--- src/rtl/fetch_pkg.sv ---
// fetch_pkg: shared types and constants for the fetch front end.
//   fetch_state_e : RUN / HOLD (EXIT fetched, waiting) / HALTED (terminal)
//   NOP_INSTR_C   : bubble encoding (addi x0,x0,0)
//   EXIT_INSTR_C  : finish opcode that stops fetch
//   align_pc()    : clears the two low address bits (word alignment)
package fetch_pkg;

  typedef enum logic [1:0] {
    ST_RUN    = 2'd0,
    ST_HOLD   = 2'd1,
    ST_HALTED = 2'd2
  } fetch_state_e;

  localparam logic [31:0] NOP_INSTR_C  = 32'h0000_0013;
  localparam logic [31:0] EXIT_INSTR_C = 32'hFFFF_FFFF;

  // Operates on 64 bits so any XLEN up to 64 can truncate the result.
  function automatic logic [63:0] align_pc(input logic [63:0] addr);
    return {addr[63:2], 2'b00};
  endfunction

endpackage

--- src/rtl/fetch_control_if_id_reg.sv ---
// if_id_reg: IF/ID pipeline register.
//   clk, rst_n          : clock, synchronous active-low reset
//   load                : capture pc_in/instr_in as a valid instruction
//   bubble              : replace contents with NOP, valid=0, pc=0
//                         (bubble wins over load)
//   pc_in, instr_in     : fetch address and returned instruction word
//   if_id_pc/instr/valid: registered IF/ID contents
// With neither control asserted the register holds.
module if_id_reg #(
  parameter int          XLEN      = 32,
  parameter logic [XLEN-1:0] NOP_INSTR = 32'h0000_0013
) (
  input  logic            clk,
  input  logic            rst_n,
  input  logic            load,
  input  logic            bubble,
  input  logic [XLEN-1:0] pc_in,
  input  logic [XLEN-1:0] instr_in,
  output logic [XLEN-1:0] if_id_pc,
  output logic [XLEN-1:0] if_id_instr,
  output logic            if_id_valid
);

  logic [XLEN-1:0] pc_q, pc_d;
  logic [XLEN-1:0] instr_q, instr_d;
  logic            valid_q, valid_d;

  always_comb begin
    pc_d    = pc_q;
    instr_d = instr_q;
    valid_d = valid_q;
    if (bubble) begin
      // Bubble looks exactly like the reset contents.
      pc_d    = '0;
      instr_d = NOP_INSTR;
      valid_d = 1'b0;
    end else if (load) begin
      pc_d    = pc_in;
      instr_d = instr_in;
      valid_d = 1'b1;
    end
  end

  always_ff @(posedge clk) begin
    if (!rst_n) begin
      pc_q    <= '0;
      instr_q <= NOP_INSTR;
      valid_q <= 1'b0;
    end else begin
      pc_q    <= pc_d;
      instr_q <= instr_d;
      valid_q <= valid_d;
    end
  end

  assign if_id_pc    = pc_q;
  assign if_id_instr = instr_q;
  assign if_id_valid = valid_q;

endmodule

--- src/rtl/fetch_control.sv ---
// fetch_control: program counter, IF/ID register and EXIT/halt handling.
//   clk, rst_n            : clock, synchronous active-low reset
//   pc_write, if_id_write : hazard-unit advance / IF/ID write enables
//   flush                 : squash IF/ID
//   branch_taken/_target  : redirect from EX (target word-aligned here)
//   instruction           : word fetched from the current pc
//   retire_exit           : EXIT committed in WB -> halt forever
//   pc                    : fetch address
//   if_id_pc/instr/valid  : IF/ID contents for decode
//   halted                : fetch permanently stopped until reset
// Optional macro FETCH_PERF_EN adds saturating fetch_count/stall_count.
// Edge priority: reset > retire_exit > branch_taken > flush > stall > normal.
// A flush in RUN while the EXIT opcode is on the fetch bus holds pc and stays
// in RUN, so the squashed EXIT is simply fetched again.
module fetch_control
  import fetch_pkg::*;
#(
  parameter int              XLEN       = 32,
  parameter logic [XLEN-1:0] RESET_PC   = '0,
  parameter int              PC_STEP    = 4,
  parameter logic [XLEN-1:0] NOP_INSTR  = NOP_INSTR_C,
  parameter logic [XLEN-1:0] EXIT_INSTR = EXIT_INSTR_C
) (
  input  logic            clk,
  input  logic            rst_n,
  input  logic            pc_write,
  input  logic            if_id_write,
  input  logic            flush,
  input  logic            branch_taken,
  input  logic [XLEN-1:0] branch_target,
  input  logic [XLEN-1:0] instruction,
  input  logic            retire_exit,
`ifdef FETCH_PERF_EN
  output logic [31:0]     fetch_count,
  output logic [31:0]     stall_count,
`endif
  output logic [XLEN-1:0] pc,
  output logic [XLEN-1:0] if_id_pc,
  output logic [XLEN-1:0] if_id_instr,
  output logic            if_id_valid,
  output logic            halted
);

  fetch_state_e    state_q, state_d;
  logic [XLEN-1:0] pc_q, pc_d;
  logic            halted_q, halted_d;
  logic            ld, bub;
  logic            adv, is_exit;

  assign adv     = pc_write & if_id_write;
  assign is_exit = (instruction == EXIT_INSTR);

`ifdef FETCH_PERF_EN
  logic [31:0] fetch_cnt_q, fetch_cnt_d;
  logic [31:0] stall_cnt_q, stall_cnt_d;
  logic        fetch_inc, stall_inc;
`endif

  always_comb begin
    state_d  = state_q;
    pc_d     = pc_q;
    halted_d = halted_q;
    ld       = 1'b0;
    bub      = 1'b0;
    if (state_q == ST_HALTED) begin
      // terminal: everything frozen until reset
    end else if (retire_exit) begin
      state_d  = ST_HALTED;
      halted_d = 1'b1;
      bub      = 1'b1;
    end else if (branch_taken) begin
      // Redirect also squashes a wrong-path EXIT sitting in HOLD.
      pc_d    = XLEN'(align_pc(64'(branch_target)));
      bub     = 1'b1;
      state_d = ST_RUN;
    end else if (state_q == ST_HOLD) begin
      if (flush) begin
        bub     = 1'b1;
        state_d = ST_RUN;
      end else if (if_id_write) begin
        bub = 1'b1;
      end
    end else if (flush) begin
      bub = 1'b1;
      if (adv && !is_exit) pc_d = pc_q + XLEN'(PC_STEP);
    end else if (adv) begin
      ld = 1'b1;
      if (is_exit) state_d = ST_HOLD;
      else         pc_d    = pc_q + XLEN'(PC_STEP);
    end else if (if_id_write) begin
      bub = 1'b1;  // pc stalled but IF/ID free: insert bubble
    end
  end

`ifdef FETCH_PERF_EN
  always_comb begin
    fetch_inc   = (state_q == ST_RUN) && ld;
    stall_inc   = (state_q == ST_RUN) && !adv && !branch_taken && !retire_exit;
    fetch_cnt_d = fetch_cnt_q;
    stall_cnt_d = stall_cnt_q;
    if (fetch_inc && fetch_cnt_q != 32'hFFFF_FFFF) fetch_cnt_d = fetch_cnt_q + 32'd1;
    if (stall_inc && stall_cnt_q != 32'hFFFF_FFFF) stall_cnt_d = stall_cnt_q + 32'd1;
  end

  always_ff @(posedge clk) begin
    if (!rst_n) begin
      fetch_cnt_q <= '0;
      stall_cnt_q <= '0;
    end else begin
      fetch_cnt_q <= fetch_cnt_d;
      stall_cnt_q <= stall_cnt_d;
    end
  end

  assign fetch_count = fetch_cnt_q;
  assign stall_count = stall_cnt_q;
`endif

  always_ff @(posedge clk) begin
    if (!rst_n) begin
      state_q  <= ST_RUN;
      pc_q     <= RESET_PC;
      halted_q <= 1'b0;
    end else begin
      state_q  <= state_d;
      pc_q     <= pc_d;
      halted_q <= halted_d;
    end
  end

  if_id_reg #(
    .XLEN      (XLEN),
    .NOP_INSTR (NOP_INSTR)
  ) u_if_id (
    .clk         (clk),
    .rst_n       (rst_n),
    .load        (ld),
    .bubble      (bub),
    .pc_in       (pc_q),
    .instr_in    (instruction),
    .if_id_pc    (if_id_pc),
    .if_id_instr (if_id_instr),
    .if_id_valid (if_id_valid)
  );

  assign pc     = pc_q;
  assign halted = halted_q;

endmodule

--- config.mk ---
export PLATFORM = sky130hd
export DESIGN_NAME = fetch_control
export DESIGN_NICKNAME = d
export VERILOG_FILES = /design/src/rtl/fetch_pkg.sv /design/src/rtl/fetch_control_if_id_reg.sv /design/src/rtl/fetch_control.sv
export SDC_FILE = /design/constraint.sdc
export NUM_CORES = 1
export LEC_CHECK = 0
export ABC_AREA = 1
export ABC_CLOCK_PERIOD_IN_PS = 1400
export CORE_MARGIN = 10
export CORE_UTILIZATION = 42
export CTS_CLUSTER_SIZE = 12
export DETAILED_ROUTE_END_ITERATION = 10
export MAX_ROUTING_LAYER = met4
export PLACE_DENSITY = 0.77
export SLEW_MARGIN = 10
export SYNTH_ARGS = -nofsm -noshare
export SYNTH_HDL_FRONTEND = slang
export SYNTH_SLANG_ARGS = --single-unit
export TNS_END_PERCENT = 20
--- constraint.sdc ---
create_clock -name clk -period 1.4 [get_ports clk]
set_input_delay 0.28 -clock clk [delete_from_list [all_inputs] [get_ports clk]]
set_output_delay 0.28 -clock clk [all_outputs]
set_load 0.05 [all_outputs]
# Yosys cells after proc, flatten, opt, wreduce, memory -nomap -nowiden
# Index checks and enable logic that the tools add are counted.
[classes]
n_addsub = 1
n_eq_ne = 8
n_mux = 27
n_bitwise = 4
n_reduce_logical = 9
[ops]
columns = ["op", "n"]
rows = [
  ["$mux 32", 6],
  ["$add 32x3->32 const B", 1],
  ["$eq 32x32->1 const B", 1],
  ["$mux 1", 14],
  ["$mux 2", 7],
  ["$reduce_bool 4->1", 2],
  ["$reduce_and 6->1", 1],
  ["$reduce_and 5->1", 1],
  ["$ne 4x1->1 const B", 1],
  ["$ne 4x4->1 const B", 1],
  ["$ne 3x1->1 const B", 1],
  ["$ne 3x3->1 const B", 1],
  ["$not 1->1", 3],
  ["$reduce_bool 3->1", 1],
  ["$eq 2x1->1 const B", 1],
  ["$eq 2x2->1 const B", 1],
  ["$ne 2x2->1 const B", 1],
  ["$reduce_and 2->1", 1],
  ["$reduce_or 2->1", 1],
  ["$and 1x1->1", 1],
  ["$logic_and 1x1->1", 1],
  ["$logic_not 1->1", 1],
]
[word_totals]
regBits = 100
input_bits = 71
output_inout_bits = 98
wordCells = 55

# Depth between registers and ports, before layout
[logic_depth]
ltp_word = 8
mapped_depth = 13
depth_no_buf = 12

# Modules after synthesis
# From an unflattened synthesis, not the netlist that was laid out.
[unflattened]
cells_unflattened = 768
area_unflattened_um2 = 4951.0
[modules_own_cells]
columns = ["module", "n_inst", "cells_per_inst", "area_per_inst_um2", "seq_area_each_um2"]
rows = [
  ["fetch_control", 1, 486, 2700.1, 660.6],
  ["if_id_reg", 1, 282, 2250.9, 1301.2],
]

# Worst setup path before layout
# Ideal clock, no wire load.
[synth_path]
path_type = "register to register"
startpoint = "reg pc_q[2] (netlist: pc[2])"
endpoint = "reg pc_q[22] (netlist: pc[22])"
setup_ns = 0.132
arrival_ns = 1.814
required_time_ns = 1.268
path_slack_ns = -0.546
stages_incl_launch_ff = 11
n_path_buf = 0
period_less_slack_ns = 1.946
cell_sequence = "dfxtp_1 > ha_1 > nand3_1 > inv_1 > nand2_2 > nor2_1 > nand3_1 > nand3_1 > nand2_1 > nand2_1 > a21oi_1"
[synth_between]
elab_chain_len = 6
elab_cells_between_ends = 7
classes_between = "add/sub (1); mux (6)"
[synth_rtl]
columns = ["element", "line_no", "rtl"]
rows = [
  ["start: declaration", "fetch_control.sv:45", "logic [XLEN-1:0] pc_q, pc_d;"],
  ["start signal: assignment", "fetch_control.sv:126", "pc_q <= pc_d;"],
  ["$add 32x3->32 (*)", "fetch_control.sv:85, fetch_control.sv:89", ""],
  ["$mux 32", "fetch_control.sv:88", "if (is_exit) state_d = ST_HOLD;"],
  ["$mux 32", "fetch_control.sv:86", "end else if (adv) begin"],
  ["$mux 32 (*)", "fetch_control.sv:83", "end else if (flush) begin"],
  ["$mux 32 (*)", "fetch_control.sv:76", "end else if (state_q == ST_HOLD) begin"],
  ["$mux 32 (*)", "fetch_control.sv:71", "end else if (branch_taken) begin"],
]
# Every way passes the cells marked *; elsewhere a longest branch is shown, timed or not. The select of a mux whose other input is x is not followed.
# A chain may end at the register's enable or synchronous reset.

# Worst setup path after layout
[layout_path]
startpoint = "reg pc_q[11] (netlist: pc[11])"
endpoint = "reg pc_q[25] (netlist: pc[25])"
# The elaborated chain is that of the path after synthesis.

==> impl_metrics.ini <==
[run_status]
status = finished with violations
violations = negative setup slack

[global_routing]
grt_usage = 0.2155
grt_max_degree = 59
grt_pass1_wl_um = 29690
grt_pass1_vias = 5877
overflow = 0
antenna_found_initial = 0

[floorplanning]
initial_utilization = 0.4316
io_pins = 169
rows = 40
die_w_um = 131.6
chipHeight_um = 131.6
dieArea_um2 = 17310
core-area_um2 = 12110

[worst_setup_path]
path_max_fanout = 4
crit_chain = nand2_1 > nor2_2 > buf_4 > nand2_1 > nor2_2 > nand2_1 > nand2_1 > nand2_1 > nand2_1 > nand2_1 > nand2_1 > a21oi_1
arrival_ns = 1.77
worstSetupStartpointType = register
cp_slowest_cell = dfxtp_4
worstSetupPathType = register to register
slowest_delay_ns = 0.37
critPathMostFrequentCell = nand2_1
cp_data_required_time_ns = 1.63
cp-end-kind = register

[yosys]
seq_area_frac_synth = 0.3676
synth_seq_cells = 96
synth_top_area_cell = dfxtp_1
ys_top_cells_by_count = 351 x nand2_1, 139 x inv_1, 96 x dfxtp_1
synth_top_area_share = 0.3676
synth_area_leaders = dfxtp_1 37%, nand2_1 25%, inv_1 10%
syn_area_per_cell_um2 = 6.057
synth_cells = 863
synth_area_um2 = 5228
synth_ff_type = dfxtp_1
synth_edf_count = 0
yosysMostFrequentCell = nand2_1
synthArstFlopShare = 0
ys_warn_count = 0
yosysUniqueCellTypes = 29

[timing]
fmax_ghz = 0.6482
finalSetupViolCount = 70
setup_ws_ns = -0.1428
fin_tns_setup_ns = -4.052
period_share = 1.102
skew_ns = 0.01048
period_minus_slack_ns = 1.543
hold_viol_final = 0
grt_setup_unrepaired = true
slew_violations = 0

[clock_network]
htree_num_levels = 3
cts-root-buf = clkbuf_16
path_clk_slew_ns = 0.07
cts_hold_buf = 0
numCtsBuffers = 9
clock_latency_ns = 0.35
cts_buffer_depth = 2
cts_tree = yes
clock_sink_count = 96

[route]
drt-pass1-iter-count = 6
drtIter0Drc = 546
wl_per_cell_um = 15.29
vias = 6060
via_per_inst = 4.802
drc = 0
wirelength_um = 19290
drt.antenna.violating_nets = 0

[placement]
routabilityCongestion = 0.9433
hpwl_um = 14390
port_buffers = 162
placed_area_um2 = 8596

[finish]
diodes = 0
nNetsFinal = 1161
final_area_um2 = 9220
drive_above_1_share = 0.2879
utilization = 0.7613
area_delta_synth_final_pct = 76.38

[power_and_ir_drop]
powerDensity_nw_per_um2 = 764.7
p_leak_nw = 4.333
peakVddDrop_mv = 0.5849
power.total_mw = 7.051

[worst_hold_path]
hp-class = primary input to register

[run]
maxCapViolCount = 0
==> power breakdown <==
| part | internal (mW) | switching, mW | leakage, nW |
|---|---|---|---|
| clock network | 1.54 | 1.05 | 0.152 |
| logic | 0.729 | 0.851 | 3.39 |
| registers | 2.80 | 0.0791 | 0.795 |
==> cells by family (layout without fill, tap and decap cells) <==
| kind of cell | Yosys count | after routing | share of synthesized area |
|---|---|---|---|
| buf+inv | 178 | 406 | 0.1513 |
| other cells | 1 | 4 | 0.0007174 |
| fa+ha+maj | 1 | 1 | 0.002393 |
| mux | 5 | 5 | 0.009574 |
| compound gates | 106 | 106 | 0.1034 |
| simple gates | 472 | 472 | 0.3583 |
| flops | 96 | 96 | 0.3676 |
| xor+xnor | 4 | 4 | 0.006701 |
==> worst max-delay path, delay by kind of cell, from the launching register on <==
kind	cells	cell delay (ns)
AND/OR/NAND/NOR	10	0.85
flip-flops	1	0.37
buffers and inverters	1	0.14
AO/OA/AOI/OAI	1	0.05
==> worst paths after layout <==
kind / from / end / slack (ns) / cells past startpoint
setup / recovery: pc[11] / pc[25] / -0.14 / 12
hold / removal: instruction[1] / u_if_id.if_id_instr[1] / 0.36 / 3
hold reg to reg: state_q[0] / state_q[0] / 0.47 / 2
setup reg to reg: pc[11] / pc[25] / -0.14 / 12
==> area by class of cell <==
cell class	instances	area (um2)
Timing Repair Buffer	249	3314
Fill cell	885	2892
Multi-Input combinational cell	592	2845
Sequential cell	96	1998
Inverter	141	541.8
Clock buffer	14	275.3
Tap cell	168	210.2
Clock inverter	2	35.03
==> per-layer routing <==
metal,track usage,vias up,share of wire
met4,0.08653,0,0.025
met2,0.3529,262,0.49
met5,-,-,0
met1,0.2584,2713,0.43
met3,0.03582,42,0.060
li1,-,3043,-
==> registers in the layout (all words and copies together), names as in the netlist <==
name	count
halted	1
u_if_id.if_id_valid	1
pc	30
state_q	2
u_if_id.if_id_pc	30
u_if_id.if_id_instr	32
==> through the flow <==
stage	hold slack [ns]	std cells	setup WS [ns]
3_5_place_dp	0.4577	1241	-0.7600
4_1_cts	0.3415	1260	-0.1059
5_1_grt	0.3663	1262	-0.2533
3_3_place_gp	0.4501	1241	-0.7076
2_1_floorplan	0.3930	866	-0.03269
6_report	0.3570	1262	-0.1428
==> placed cells by master, fill, tap and decap left out, types with 2 or more instances in the layout <==
master / n
inv_2: 5
dlygate4sd2_1: 34
nand2_2: 26
nand4_1: 3
dfxtp_2: 16
a21oi_2: 7
inv_4: 2
inv_1: 133
dfxtp_4: 15
buf_6: 7
buf_12: 101
mux2i_1: 5
nor2_1: 49
clkdlybuf4s50_1: 34
nor2_4: 11
nand2_1: 322
clkbuf_16: 10
a31oi_1: 3
nand3_2: 2
a21oi_4: 2
nor2_2: 19
buf_4: 71
o21ai_0: 29
a21oi_1: 15
clkbuf_1: 3
xor2_1: 4
dfxtp_1: 65
o21ai_1: 46
o21ai_2: 3
nand2_4: 6
conb_1: 4
nand3_1: 29
==> timing repair <==
item	4_1_cts	5_1_grt
setup buffers	3	2
endpoints found under the setup margin	95	94
cloned	1	0
gates resized for setup	73	63
pin swaps	20	13
Power figures use the tool's default switching activity.
